$ cat src/rtl/prvp_spi_slave_rx_mlane.sv
// rtl/prvp_spi_slave_rx_mlane.sv - multi-lane SPI slave receive deserializer with output FIFO
module prvp_spi_slave_rx_mlane #(
   parameter int DATA_WIDTH = 32,
   parameter int MAX_LANES  = 4,
   parameter int CNT_WIDTH  = 8,
   parameter int FIFO_DEPTH = 4,
   parameter bit MSB_FIRST  = 1'b1
) (
   input  logic                        clk,
   input  logic                        rstnn,
   input  logic                        frame_active,
   input  logic [MAX_LANES-1:0]        sdi,
   input  logic [1:0]                  lane_mode,
   input  logic [CNT_WIDTH-1:0]        len_in,
   input  logic                        len_upd,
   output logic [DATA_WIDTH-1:0]       word_data,
   output logic                        word_valid,
   input  logic                        word_ready,
   output logic [$clog2(FIFO_DEPTH):0] fifo_count,
   output logic                        overflow,
   input  logic                        overflow_clr,
   output logic                        partial_drop,
   output logic                        busy
);

   localparam int LOG_MAX = $clog2(MAX_LANES);
   localparam int PTR_W   = $clog2(FIFO_DEPTH);

   logic [CNT_WIDTH-1:0]  cnt, tgt, pend;
   logic                  pend_valid, first_word;
   logic [1:0]            l_log;
   logic [DATA_WIDTH-1:0] sr;
   logic [DATA_WIDTH-1:0] mem [FIFO_DEPTH];
   logic [PTR_W-1:0]      wr_ptr, rd_ptr;

   logic [1:0]            mode_log, cur_log;
   logic [3:0]            lanes;
   logic                  word_start, done, pop, full, push, drop;
   logic [CNT_WIDTH-1:0]  cmd_tgt, max_tgt, start_tgt, cur_tgt;
   logic [DATA_WIDTH-1:0] din, sr_next;

   assign word_valid = (fifo_count != '0);
   assign word_data  = word_valid ? mem[rd_ptr] : '0;
   assign busy       = (cnt != '0);

   always_comb begin
      mode_log   = (int'(lane_mode) > LOG_MAX) ? 2'(LOG_MAX) : lane_mode;
      word_start = (cnt == '0);
      // lane count is taken live on the first beat, then held for the rest of the word
      cur_log    = word_start ? mode_log : l_log;
      lanes      = 4'd1 << cur_log;
      cmd_tgt    = CNT_WIDTH'((8 >> cur_log) - 1);
      max_tgt    = CNT_WIDTH'((DATA_WIDTH >> cur_log) - 1);
      if (first_word)
         start_tgt = cmd_tgt;
      else if (pend_valid)
         start_tgt = (pend > max_tgt) ? max_tgt : pend;
      else
         start_tgt = tgt;
      cur_tgt    = word_start ? start_tgt : tgt;
      din        = DATA_WIDTH'(sdi) & ((DATA_WIDTH'(1) << lanes) - DATA_WIDTH'(1));
      if (MSB_FIRST)
         sr_next = (sr << lanes) | din;
      else
         sr_next = sr | (din << (int'(cnt) * int'(lanes)));
      done       = frame_active && (cnt == cur_tgt);
      pop        = word_valid && word_ready;
      full       = (fifo_count == (PTR_W+1)'(FIFO_DEPTH));
      push       = done && (!full || pop);
      drop       = done && full && !pop;
   end

   always_ff @(posedge clk or negedge rstnn) begin
      if (!rstnn) begin
         cnt          <= '0;
         tgt          <= '0;
         pend         <= '0;
         pend_valid   <= 1'b0;
         first_word   <= 1'b1;
         l_log        <= '0;
         sr           <= '0;
         wr_ptr       <= '0;
         rd_ptr       <= '0;
         fifo_count   <= '0;
         overflow     <= 1'b0;
         partial_drop <= 1'b0;
      end else begin
         partial_drop <= 1'b0;
         if (!frame_active) begin
            cnt          <= '0;
            sr           <= '0;
            tgt          <= '0;
            l_log        <= '0;
            pend_valid   <= 1'b0;
            first_word   <= 1'b1;
            partial_drop <= (cnt != '0);
         end else begin
            if (word_start) begin
               l_log      <= mode_log;
               tgt        <= start_tgt;
               first_word <= 1'b0;
               if (!first_word)
                  pend_valid <= 1'b0;
            end
            if (done) begin
               cnt <= '0;
               sr  <= '0;
            end else begin
               cnt <= cnt + CNT_WIDTH'(1);
               sr  <= sr_next;
            end
            // a length written on a completion edge stays pending for the following word
            if (len_upd) begin
               pend       <= len_in;
               pend_valid <= 1'b1;
            end
         end
         if (push)
            wr_ptr <= wr_ptr + PTR_W'(1);
         if (pop)
            rd_ptr <= rd_ptr + PTR_W'(1);
         fifo_count <= fifo_count + (PTR_W+1)'(push) - (PTR_W+1)'(pop);
         if (drop)
            overflow <= 1'b1;
         else if (overflow_clr)
            overflow <= 1'b0;
      end
   end

   always_ff @(posedge clk) begin
      if (push)
         mem[wr_ptr] <= sr_next;
   end

endmodule

$ cat config.mk
export PLATFORM = sky130hd
export DESIGN_NAME = prvp_spi_slave_rx_mlane
export DESIGN_NICKNAME = d
export VERILOG_FILES = /design/src/rtl/prvp_spi_slave_rx_mlane.sv
export SDC_FILE = /design/constraint.sdc
export NUM_CORES = 1
export LEC_CHECK = 0
export ABC_AREA = 0
export BUFFER_PORTS_ARGS = -buffer_cell sky130_fd_sc_hd__buf_2
export CAP_MARGIN = 10
export CORE_AREA = 2 2 164 166
export CTS_CLUSTER_SIZE = 12
export DETAILED_ROUTE_END_ITERATION = 10
export DIE_AREA = 0 0 166 168
export PLACE_DENSITY_LB_ADDON = 0.1
export SETUP_SLACK_MARGIN = 0.4
export SLEW_MARGIN = 10
export SYNTH_ARGS = -nofsm -noshare
export SYNTH_HDL_FRONTEND = slang
export SYNTH_SLANG_ARGS = --single-unit
$ cat constraint.sdc
create_clock -name clk -period 17.8 [get_ports clk]
set_input_delay 3.56 -clock clk [delete_from_list [all_inputs] [get_ports clk]]
set_output_delay 3.56 -clock clk [all_outputs]
set_load 0.1 [all_outputs]
### Word level (Yosys, flattened, before mapping)

Memories as Yosys holds them, arrays and structs flattened.
Cells that the tools add are included.

* flip-flop bits (word level): 69
* latch bits: 0
* bits in writable memories: 128
* memory bits (read-only): 0
* logic and storage cells: 73
* memories kept: 1

* add/sub/neg operators: 8
* multiply operators: 0
* div/mod/pow operators: 0
* order comparisons: 2
* equal/unequal tests: 5
* shift operators: 5
* multiplexer cells: 24
* bitwise gates (word level): 2
* reduce and logical (&&, ||, !) cells: 14

Memories
* mem: words 4, width 32, rd ports 1, clocked after memory_dff 0, write ports 1, RTL line 33 `logic [DATA_WIDTH-1:0] mem [FIFO_DEPTH];`

Operators by type and width (number)
* 32-bit 2-to-1 mux: 3
* 8-bit 2-to-1 mux: 7
* 4-bit by 32-bit bitwise AND with 32-bit output: 1
* 32-bit bitwise OR: 1
* 1-bit by 4-bit << shifter with 32-bit output (first input constant): 1
* 32-bit by 4-bit << shifter with 32-bit output: 1
* 32-bit by 1-bit subtractor with 32-bit output (second input constant): 1
* 8-bit by 2-bit subtractor with 8-bit output (second input constant): 2
* 1-bit 2-to-1 mux: 11
* 8-bit by 1-bit adder with 8-bit output (second input constant): 1
* 8-bit equality test: 1
* 8-bit > comparator: 1
* 8-bit logical NOT: 1
* 8-bit nonzero test: 1
* 4-bit by 2-bit right shift with 8-bit output (first input constant): 1
* 6-bit by 2-bit right shift with 8-bit output (first input constant): 1
* 2-bit 2-to-1 mux: 3
* 1-bit logical AND: 5
* 2-bit by 1-bit adder with 2-bit output (second input constant): 2
* 2-bit AND reduction: 2
* 1-bit by 2-bit << shifter with 4-bit output (first input constant): 1
* 3-bit by 1-bit adder with 3-bit output: 1
* 3-bit equality test (second input constant): 1
* 3-bit by 1-bit inequality test with 1-bit output (second input constant): 1
* other kinds (8): 9

### Logic depth before layout (Yosys ltp)

Gate-level depths: netlist of the first run.

* word-level depth: 15
* gate-level depth with buffers: 25

### Least setup slack after synthesis of the first run

Ideal clock, no wire load.

* path type: input to register
* start: input port lane_mode[1]
* end: register fifo_count[2]
* library setup time: 0.159 ns
* arrival: 8.215 ns
* data required time: 17.641 ns
* path slack: 9.426 ns
* stages on the path: 20
* buffers on the path: 2
* cells stage by stage: mux2_2 > clkbuf_1 > clkbuf_1 > nand2_1 > ha_1 > ha_1 > nand4_1 > or3_1 > nand2_1 > mux2_2 > or4b_4 > nor4_4 > inv_1 > ha_1 > inv_1 > ha_1 > inv_1 > fa_1 > xnor2_1 > xnor2_1

* cells in the longest elaborated chain, start to end: 15
* elaborated cells on any way between the ends: 17
* classes of those cells: add/sub: 4; order compare: 2; eq/ne: 1; shift: 2; mux: 6; reduce/logical: 2

Ends and longest elaborated chain
* start: declaration: RTL line 13 `input logic [1:0] lane_mode,`
* 2-bit > comparator: RTL line 47 `mode_log = (int'(lane_mode) > LOG_MAX) ? 2'(LOG_MAX) : lane_mode;`
* 2-bit 2-to-1 mux (*): RTL line 47
* 2-bit 2-to-1 mux (*)
* 6-bit by 2-bit right shift with 8-bit output: RTL line 53 `max_tgt = CNT_WIDTH'((DATA_WIDTH >> cur_log) - 1);`
* 8-bit by 2-bit subtractor with 8-bit output: RTL line 53
* 8-bit > comparator: RTL line 57 `start_tgt = (pend > max_tgt) ? max_tgt : pend;`
* 8-bit 2-to-1 mux: RTL line 57
* 8-bit 2-to-1 mux: RTL line 56 `else if (pend_valid)`
* 8-bit 2-to-1 mux (*): RTL line 54 `if (first_word)`
* 8-bit 2-to-1 mux (*)
* 8-bit equality test (*): RTL line 66 `done = frame_active && (cnt == cur_tgt);`
* 1-bit logical AND (*): RTL line 66
* 1-bit logical AND (*): RTL line 69 `push = done && (!full || pop);`
* 3-bit by 1-bit adder with 3-bit output (*): RTL line 122 `fifo_count <= fifo_count + (PTR_W+1)'(push) - (PTR_W+1)'(pop);`
* 3-bit by 1-bit subtractor with 3-bit output (*): RTL line 122
* end signal: assignment: RTL line 122
* end: declaration: RTL line 19 `output logic [$clog2(FIFO_DEPTH):0] fifo_count,`

Mark *: on every way between the ends. The rest lies on a longest branch, timed or not.
A chain may end at the register's enable or synchronous reset.

### Final worst setup path of the first run

Same ends and word-level chain as after synthesis.

==> impl_metrics.csv, run 1 <==
group,metric,value,unit
routing,vias,5350,
worst_setup_path,required,18.14,ns
timing,period_share,0.491,
status,outcome,"finished, final reports clean",
yosys,ys_seq_elements,196,
timing,rsz0062_at_grt,"no",
yosys,postSynthCellCount,646,
worst_setup_path,crit_type,"in -> reg",
yosys,synth-main-ff-cell,"edfxtp_1",
placement,hpwl,13600,um
grt,antenna_found_initial,0,
cts,clk_pin_slew_worst_paths,0.07,ns
yosys,synth_cell_type_count,66,
routing,drt_wl_total,20200,um
worst_setup_path,reg2reg_slack,10.56,ns
die,io_pins,59,
cells_and_area,final_util,0.388,
worst_setup_path,max_stage_delay,0.57,ns
routing,drc,0,
yosys,synth_nets,684,
grt,grt_usage,0.150,
timing,hold_viol_final,0,
worst_setup_path,cp_max_fo,9,
worst_setup_path,rr_endpoint,"fifo_count[2]",
timing,finalMaxSlewViolations,0,
routing,wl_per_cell,19.3,um
cells_and_area,final_cells,1050,
grt,grt_pass1_wl,32400,um
yosys,synth_mux_area_frac,0.123,
yosys,synth_top_cell_area_share,0.428,
timing,tns,0,ns
grt,grt_start_max_net_pins,69,
min_path,hp-start,"fifo_count[2]",
yosys,yosys-top-cells-area,"edfxtp_1, dfrtp_1, mux4_2",
yosys,yosysTopAreaCell,"edfxtp_1",
cells_and_area,nets,735,
yosys,synthArstFlopShare,0.347,
yosys,avgSynthCellArea,13.9,um^2
min_path,worstHoldPathType,"reg -> reg",
die,die_x,166,um
cts,clock_path_buffers,2,
routing,via_per_inst,5.10,
min_path,hold-path-endpoint,"fifo_count[2]",
yosys,synth_area,8980,um^2
yosys,synth-simple-area-share,0.129,
routing,drt-initial-drc-count,283,
pwr,power,1.85,mW
cts,clk_root_buffer_cell,"clkbuf_16",
yosys,yosys_warnings,0,
yosys,ys_seq_area_frac,0.618,
yosys,synth_compound_area_frac,0.0630,
timing,finClkSkew,0.0121,ns
timing,setup_viol,0,
die,die_area,27900,um^2
worst_setup_path,r2r_cells,23,
run,cap_viol_max_count,0,
worst_setup_path,critPathCaptureType,"register",
pwr,peakVddDrop,0.0750,mV
timing,tightest_slew,0.954,ns
placement,place_congestion,0.850,
worst_setup_path,crit_slowest_cell,"or4b_4",
pwr,leakage,3.85,nW
cells_and_area,drive_gt1_frac,0.230,
cts,clock_latency,0.42,ns
min_path,hold_depth,1,
worst_setup_path,reg2reg_from,"cnt[1]",
cts,cts_tree,"done",
cts,cts_buffers,17,
timing,fmax,114,MHz
die,die_h,168,um
timing,max_slew_margin,0.364,
worst_setup_path,arrival,9.08,ns
die,fp-row-count,60,
worst_setup_path,crit_chain,"buf_2, nor2_1, nor3_4, nor2_1, inv_1, ha_1, ha_1, a2111oi_0, o21ai_1, nand2_1, mux2_2, or4b_4, nor4_4, inv_1, ha_1, inv_1, ha_1, inv_1, fa_1, xnor2_1, xnor2_1",
routing,ant_nets,0,
die,coreArea,26400,um^2
cts,cts_sinks,196,
cells_and_area,diodes,0,
worst_setup_path,startpoint_type,"input port",
yosys,synth_edf_count,128,
routing,drtPass1Iterations,6,
placement,port_buffers,58,
yosys,synth_xor_area_frac,0.0127,
timing,fin_crit,8.74,ns
grt,grt_overflow,0,
cts,holdBufCountCts,0,
cts,cts_setup_buffers,0,
cts,cts_max_level,4,
grt,grt_pass1_vias,5671,
cts,ctsResizeCount,0,
die,initial_core_util,0.341,
placement,dpl.cell_count,1019,
cells_and_area,area_growth,13.7,%
yosys,synth_top_family_by_area,"simple AND/OR/NAND/NOR gates",
yosys,synth_fa_ha_area_frac,0.0259,
pwr,p_per_area,181,nW/um^2
[synthesized netlist by cell type, drive strengths merged, types with 8 or more instances]
cell type	number
edfxtp	128
dfrtp	67
nor2	63
and2	40
mux4	36
nor2b	32
inv	27
nand2	26
clkbuf	21
ha	17
mux2i	17
or3	17
o21ai	16
buf	14
a21oi	13
o31ai	13
mux2	11
o22ai	8
[logic make-up after synthesis]
kind of cell    Yosys count
mux                      64
simple gates            212
flops                   196
xor+xnor                 13
fa+ha+maj                18
buf+inv                  62
compound gates           81
[routing by layer]
| metal | vias to the layer above | track usage | share of wire |
|---|---|---|---|
| met5 | - | 0 | 0 |
| met4 | 0 | 0.0427 | 0.012 |
| met3 | 14 | 0.0263 | 0.030 |
| met2 | 105 | 0.266 | 0.52 |
| met1 | 2739 | 0.189 | 0.44 |
| li1 | 2492 | - | - |
[sequential cells by signal, indices dropped and copies added (netlist names), 3 cells and up]
| register | flops |
|---|---|
| mem | 128 |
| sr | 31 |
| cnt | 8 |
| pend | 8 |
| tgt | 8 |
| fifo_count | 3 |
[worst max-delay path: cells and delay by family]
family / cells / cell delay [ns]
AO/OA/AOI/OAI: 2 / 0.69
XOR/XNOR: 2 / 0.33
adder cells (fa/ha/maj): 5 / 1.56
buffers and inverters: 5 / 0.57
multiplexers: 1 / 0.37
AND/OR/NAND/NOR: 6 / 2.00
[cells in the final DEF, fill, tap and decap left out, types with 3 or more instances in the layout]
master and count:
edfxtp_1 128, dfrtp_1 65, nor2_1 62, buf_2 58, and2_1 40, mux4_2 36, nor2b_1 32, nand2_1 26
inv_1 26, mux2i_1 17, or3_1 17, ha_1 17, clkbuf_16 17, o21ai_0 15, a21oi_1 13, o31ai_1 12
mux2_2 10, buf_4 9, o22ai_1 8, xor2_1 7, nand3_1 6, xnor2_1 6, nor3_1 4, a2111oi_0 4
and3_1 4, clkinv_4 4, inv_8 4, or2_2 3, nand4_1 3
[layout make-up]
class / count / area [um^2]
fillers: 2485 / 16100
flip-flops and latches: 196 / 5550
multi-input cells: 388 / 3190
well taps: 341 / 427
clock buffers: 17 / 425
repair buffers: 67 / 358
clock inverters: 14 / 166
inverters: 27 / 101
[worst max path at each step]
stage / start / endpoint / cells after the start
final: lane_mode[1] / fifo_count[2] / 21
after global routing: lane_mode[1] / fifo_count[2] / 21
after CTS: lane_mode[1] / fifo_count[2] / 21
after detailed placement: lane_mode[1] / fifo_count[2] / 21
after global placement: lane_mode[1] / fifo_count[2] / 21
after floorplan: lane_mode[1] / fifo_count[2] / 20
[stage by stage]
step	setup slack (ns)	hold slack, ns	instance area [um^2]
finish	9.06	0.542	10200
global route	8.49	0.579	10200
CTS	9.02	0.551	10200
detailed placement	8.61	0.536	9620
global placement	8.83	0.505	9620
floorplan	9.43	0.489	8980
[power by group]
group	switching [mW]	total [mW]	leakage (nW)	internal, mW
Sequential	0.0532	0.612	2.05	0.559
Clock	0.181	0.381	0.283	0.200
Combinational	0.639	0.860	1.51	0.221
Total	0.873	1.85	3.85	0.980
Power figures use the tool's default switching activity.
==> run 2: changes to the inputs <==
==> constraint.sdc (replaced) <==
create_clock -name clk -period 7.9 [get_ports clk]
set_input_delay 1.58 -clock clk [delete_from_list [all_inputs] [get_ports clk]]
set_output_delay 1.58 -clock clk [all_outputs]
set_load 0.1 [all_outputs]
==> impl_metrics.csv, run 2 (synthesized netlist as in run 1, its figures left out) <==
group,metric,value,unit
placement,port_buffers,58,
routing,via_per_inst,5.19,
timing,tns,0,ns
pwr,peakVddDrop,0.158,mV
pwr,leakage,3.86,nW
worst_setup_path,arrival,7.16,ns
routing,drtPass1Iterations,5,
routing,vias,5464,
min_path,worstHoldPathType,"reg -> reg",
routing,wl_per_cell,19.9,um
cts,cts_sinks,196,
grt,grt_pass1_vias,5738,
cts,clk_pin_slew_worst_paths,0.08,ns
worst_setup_path,required,8.25,ns
die,die_x,166,um
die,die_h,168,um
cells_and_area,diodes,0,
timing,setup_ws,1.10,ns
pwr,power,4.19,mW
cts,holdBufCountCts,0,
die,initial_core_util,0.341,
worst_setup_path,crit_type,"reg -> reg",
routing,drc,0,
timing,finalMaxSlewViolations,0,
grt,grt_pass1_wl,33800,um
cts,cts_tree,"done",
pwr,p_sw_frac,0.478,
placement,post-place-ws,0.740,ns
cts,clock_latency,0.43,ns
min_path,hp-start,"fifo_count[2]",
pwr,pwr-share-clk,0.206,
timing,max_slew_margin,0.375,
die,fp-row-count,60,
pwr,p_int,2.19,mW
grt,grt_overflow,0,
cells_and_area,nets,736,
cts,clock_path_buffers,2,
routing,ant_nets,0,
cts,clk_root_buffer_cell,"clkbuf_16",
die,die_area,27900,um^2
cells_and_area,largest_reg_flops,128,
timing,finClkSkew,0.0102,ns
placement,hpwl,13400,um
routing,drt_wl_total,21000,um
cells_and_area,final_common_cell,"edfxtp_1",
cells_and_area,area_growth,13.8,%
grt,antenna_found_initial,0,
pwr,p_sw,2.00,mW
timing,fmax,147,MHz
timing,rsz0062_at_grt,"no",
worst_setup_path,startpoint_type,"register",
placement,place_congestion,0.874,
worst_setup_path,startpoint,"cnt[1]",
grt,grt_start_max_net_pins,69,
run,cap_viol_max_count,0,
cts,cts_setup_buffers,0,
timing,hold_viol_final,0,
worst_setup_path,critPathCaptureType,"register",
pwr,p_seq_frac,0.331,
timing,tightest_slew,0.937,ns
grt,grt_usage,0.157,
cts,cts_max_level,4,
die,io_pins,59,
cells_and_area,reg_top3,"mem (128), sr (31)",
worst_setup_path,reg2reg_from,"cnt[1]",
pwr,p_comb_frac,0.463,
cts,ctsResizeCount,0,
status,outcome,"finished, final reports clean",
cells_and_area,fillCellCount,2478,
die,coreArea,26400,um^2
cells_and_area,regMostFlops,"mem",
cts,cts_buffers,17,
cells_and_area,layout_common_cells,"edfxtp_1, dfrtp_1, nor2_1",
timing,setup_viol,0,
pwr,p_per_area,410,nW/um^2
cells_and_area,drive_gt1_frac,0.233,
routing,drt-initial-drc-count,396,
timing,fin_crit,6.80,ns
worst_setup_path,cp_max_fo,9,
timing,period_share,0.861,
==> run 2: cell count changes in the layout (fill, tap and decap cells not counted), sizes merged <==
cell      change
inv           +4
clkinv        -2
buf           +1
bufinv        -1
clkbuf        +1
clkinvlp      -1
==> run 2: worst paths after layout <==
check,end,slack [ns],cells past startpoint
setup / recovery,fifo_count[2],1.10,22
hold / removal,fifo_count[2],0.54,1
setup reg to reg,fifo_count[2],1.10,22
hold reg to reg,fifo_count[2],0.54,1
max in group asynchronous,rd_ptr[0],5.90,2
min in group asynchronous,cnt[2],1.36,2
==> run 2: power groups by stage <==
stage               clock network, mW  logic, mW  registers (mW)
finish                          0.864       1.94            1.39
global route                    0.937       2.06            1.41
CTS                             0.893       1.97            1.39
detailed placement                  0       1.96            1.41
global placement                    0       1.95            1.41
floorplan                           0       1.59            1.39
==> run 2: cell type report <==
type                    instances  area (um^2)  share of cell area
inverters                      27          101             0.00991
well taps                     341          427              0.0417
clock buffers                  18          439              0.0430
clock inverters                14          154              0.0151
multi-input cells             388         3190               0.312
flip-flops and latches        196         5550               0.543
repair buffers                 68          365              0.0357
==> run 2: through the flow <==
stage	hold WS (ns)	util	std cells	instance area [um^2]
3_5_place_dp	0.525	0.365	1020	9630
6_report	0.539	0.388	1052	10200
5_1_grt	0.587	0.388	1052	10200
3_3_place_gp	0.485	0.365	1020	9630
4_1_cts	0.544	0.388	1052	10200
2_1_floorplan	0.489	-	646	8980
==> run 2: routing by layer <==
layer | part of all wire | GRT usage | up-vias
met5 | 0 | 0 | -
met4 | 0.019 | 0.0510 | 0
met3 | 0.029 | 0.0324 | 24
met2 | 0.52 | 0.276 | 110
met1 | 0.43 | 0.195 | 2828
li1 | - | - | 2502
==> run 2: worst max-delay path, cell delays in order, from the launching register on <==
cell	delay (ns)
dfrtp_1	0.47
inv_1	0.09
ha_1	0.14
nor4b_1	0.67
a21oi_1	0.22
nor2_1	0.43
inv_1	0.24
ha_1	0.42
ha_1	0.32
a2111oi_0	0.37
o21ai_1	0.33
nand2_1	0.27
mux2_2	0.37
or4b_4	0.57
nor4_4	0.47
inv_1	0.10
ha_1	0.28
inv_1	0.05
ha_1	0.12
inv_1	0.05
fa_1	0.40
xnor2_1	0.18
xnor2_1	0.15
==> run 3: changes to the inputs <==
--- a/config.mk
+++ b/config.mk
@@ -8,10 +8,10 @@
 export ABC_AREA = 0
 export BUFFER_PORTS_ARGS = -buffer_cell sky130_fd_sc_hd__buf_2
 export CAP_MARGIN = 10
-export CORE_AREA = 2 2 164 166
+export CORE_AREA = 2 2 131 133
 export CTS_CLUSTER_SIZE = 12
 export DETAILED_ROUTE_END_ITERATION = 10
-export DIE_AREA = 0 0 166 168
+export DIE_AREA = 0 0 133 135
 export PLACE_DENSITY_LB_ADDON = 0.1
 export SETUP_SLACK_MARGIN = 0.4
 export SLEW_MARGIN = 10
==> impl_metrics.csv, run 3 (synthesized netlist as in run 1, its figures left out) <==
group,metric,value,unit
status,outcome,"finished, final reports clean",
cells_and_area,layout_common_cells,"edfxtp_1, dfrtp_1, nor2_1",
timing,max_slew_margin,0.359,
routing,wl_per_cell,20.3,um
die,die_area,18000,um^2
cells_and_area,drive_gt1_frac,0.228,
grt,antenna_found_initial,0,
routing,drc,0,
grt,grt_start_max_net_pins,69,
die,die_h,135,um
timing,tightest_slew,0.962,ns
cells_and_area,final_util,0.613,
cts,clk_root_buffer_cell,"clkbuf_16",
worst_setup_path,reg2reg_slack,1.05,ns
pwr,p_per_area,410,nW/um^2
cells_and_area,largest_reg_flops,128,
die,coreArea,16400,um^2
worst_setup_path,crit_type,"reg -> reg",
die,die_x,133,um
cells_and_area,nets,736,
cts,ctsResizeCount,0,
grt,grt_overflow,0,
pwr,leakage,3.85,nW
cts,cts_tree,"done",
worst_setup_path,arrival,7.20,ns
cells_and_area,final_common_cell,"edfxtp_1",
routing,vias,5418,
worst_setup_path,critPathCaptureType,"register",
timing,fin_hold_ws,0.514,ns
timing,rsz0062_at_grt,"no",
timing,fin_crit,6.85,ns
grt,grt_pass1_wl,30200,um
cts,cts_buffers,17,
timing,period_share,0.867,
timing,hold_viol_final,0,
run,cap_viol_max_count,0,
routing,ant_nets,0,
routing,drt_wl_total,18900,um
cells_and_area,area_growth,12.0,%
die,fp-row-count,47,
timing,tns,0,ns
cts,cts_setup_buffers,0,
cts,cts_max_level,4,
worst_setup_path,cp_max_fo,9,
cells_and_area,diodes,0,
timing,finalMaxSlewViolations,0,
worst_setup_path,required,8.25,ns
cts,clock_latency,0.43,ns
min_path,worstHoldPathType,"reg -> reg",
die,io_pins,59,
grt,grt_usage,0.224,
cts,cts_sinks,196,
grt,grt_pass1_vias,5561,
pwr,power,4.12,mW
cts,clk_pin_slew_worst_paths,0.07,ns
timing,fmax,146,MHz
routing,drtPass1Iterations,5,
cts,holdBufCountCts,0,
timing,finClkSkew,0.00940,ns
placement,hpwl,12500,um
timing,setup_viol,0,
cells_and_area,reg_top3,"mem (128), sr (31)",
placement,port_buffers,58,
cells_and_area,fillCellCount,1251,
die,initial_core_util,0.547,
worst_setup_path,startpoint_type,"register",
placement,place_congestion,0.920,
cells_and_area,regMostFlops,"mem",
pwr,peakVddDrop,0.209,mV
routing,drt-initial-drc-count,261,
cts,clock_path_buffers,2,
routing,via_per_inst,5.82,
-- run 3: cell types whose count changed in the layout (fill, tap and decap cells not counted), moves of 2 or more --
cell | before | now
clkinv_2 | 0 | 3
buf_4 | 10 | 8
buf_12 | 0 | 2
clkinv_1 | 0 | 3
inv_6 | 5 | 3
inv_8 | 4 | 2
clkinv_8 | 3 | 0
-- run 3: report_power, final --
| part | switching (mW) | leakage [nW] | internal (mW) | total [mW] |
|---|---|---|---|---|
| Sequential | 0.125 | 2.05 | 1.26 | 1.38 |
| Clock | 0.374 | 0.270 | 0.437 | 0.811 |
| Combinational | 1.43 | 1.52 | 0.497 | 1.92 |
-- run 3: metrics by stage --
stage	cell area (um^2)	worst slack (ns)	cells
3_5_place_dp	9500	0.811	899
5_1_grt	10100	0.586	931
4_1_cts	10100	1.08	931
6_report	10100	1.05	931
2_1_floorplan	8980	1.51	646
3_3_place_gp	9500	1.08	899
-- run 3: path summary, 6_finish.rpt --
| check | from | end | depth (start not counted) |
|---|---|---|---|
| worst max-delay path | cnt[1] | fifo_count[2] | 22 |
| worst min-delay path | overflow | overflow | 2 |
| worst max register to register | cnt[1] | fifo_count[2] | 22 |
| worst min register to register | overflow | overflow | 2 |
| max in group asynchronous | rstnn | rd_ptr[0] | 2 |
| min in group asynchronous | rstnn | wr_ptr[0] | 2 |
-- run 3: layout make-up --
type | instances | area, um^2 | area share
tap | 220 | 275 | 0.0274
multi-input combinational | 388 | 3190 | 0.317
inverter | 27 | 101 | 0.0101
clock inverter | 15 | 129 | 0.0128
timing repair buffer | 68 | 390 | 0.0388
sequential | 196 | 5550 | 0.552
clock buffer | 17 | 425 | 0.0423
-- run 3: worst max-delay path, cell delays in order (launching register included) --
cell and delay [ns]:
dfrtp_1 0.47, inv_1 0.09, ha_1 0.14, nor4b_1 0.74, a21oi_1 0.23, nor2_1 0.41
inv_1 0.23, ha_1 0.42, ha_1 0.32, a2111oi_0 0.39, o21ai_1 0.34, nand2_1 0.29
mux2_2 0.38, or4b_4 0.57, nor4_4 0.44, inv_1 0.09, ha_1 0.28, inv_1 0.06
ha_1 0.12, inv_1 0.05, fa_1 0.40, xnor2_1 0.17, xnor2_1 0.14
-- run 3: metal layers --
| metal | vias to the layer above | share of wire | track usage | routed length [um] |
|---|---|---|---|---|
| met5 | - | 0 | 0 | 0 |
| met4 | 0 | 0.025 | 0.0920 | 466 |
| met3 | 25 | 0.044 | 0.0383 | 823 |
| met2 | 168 | 0.51 | 0.379 | 9650 |
| met1 | 2730 | 0.42 | 0.289 | 7970 |
| li1 | 2495 | - | - | - |
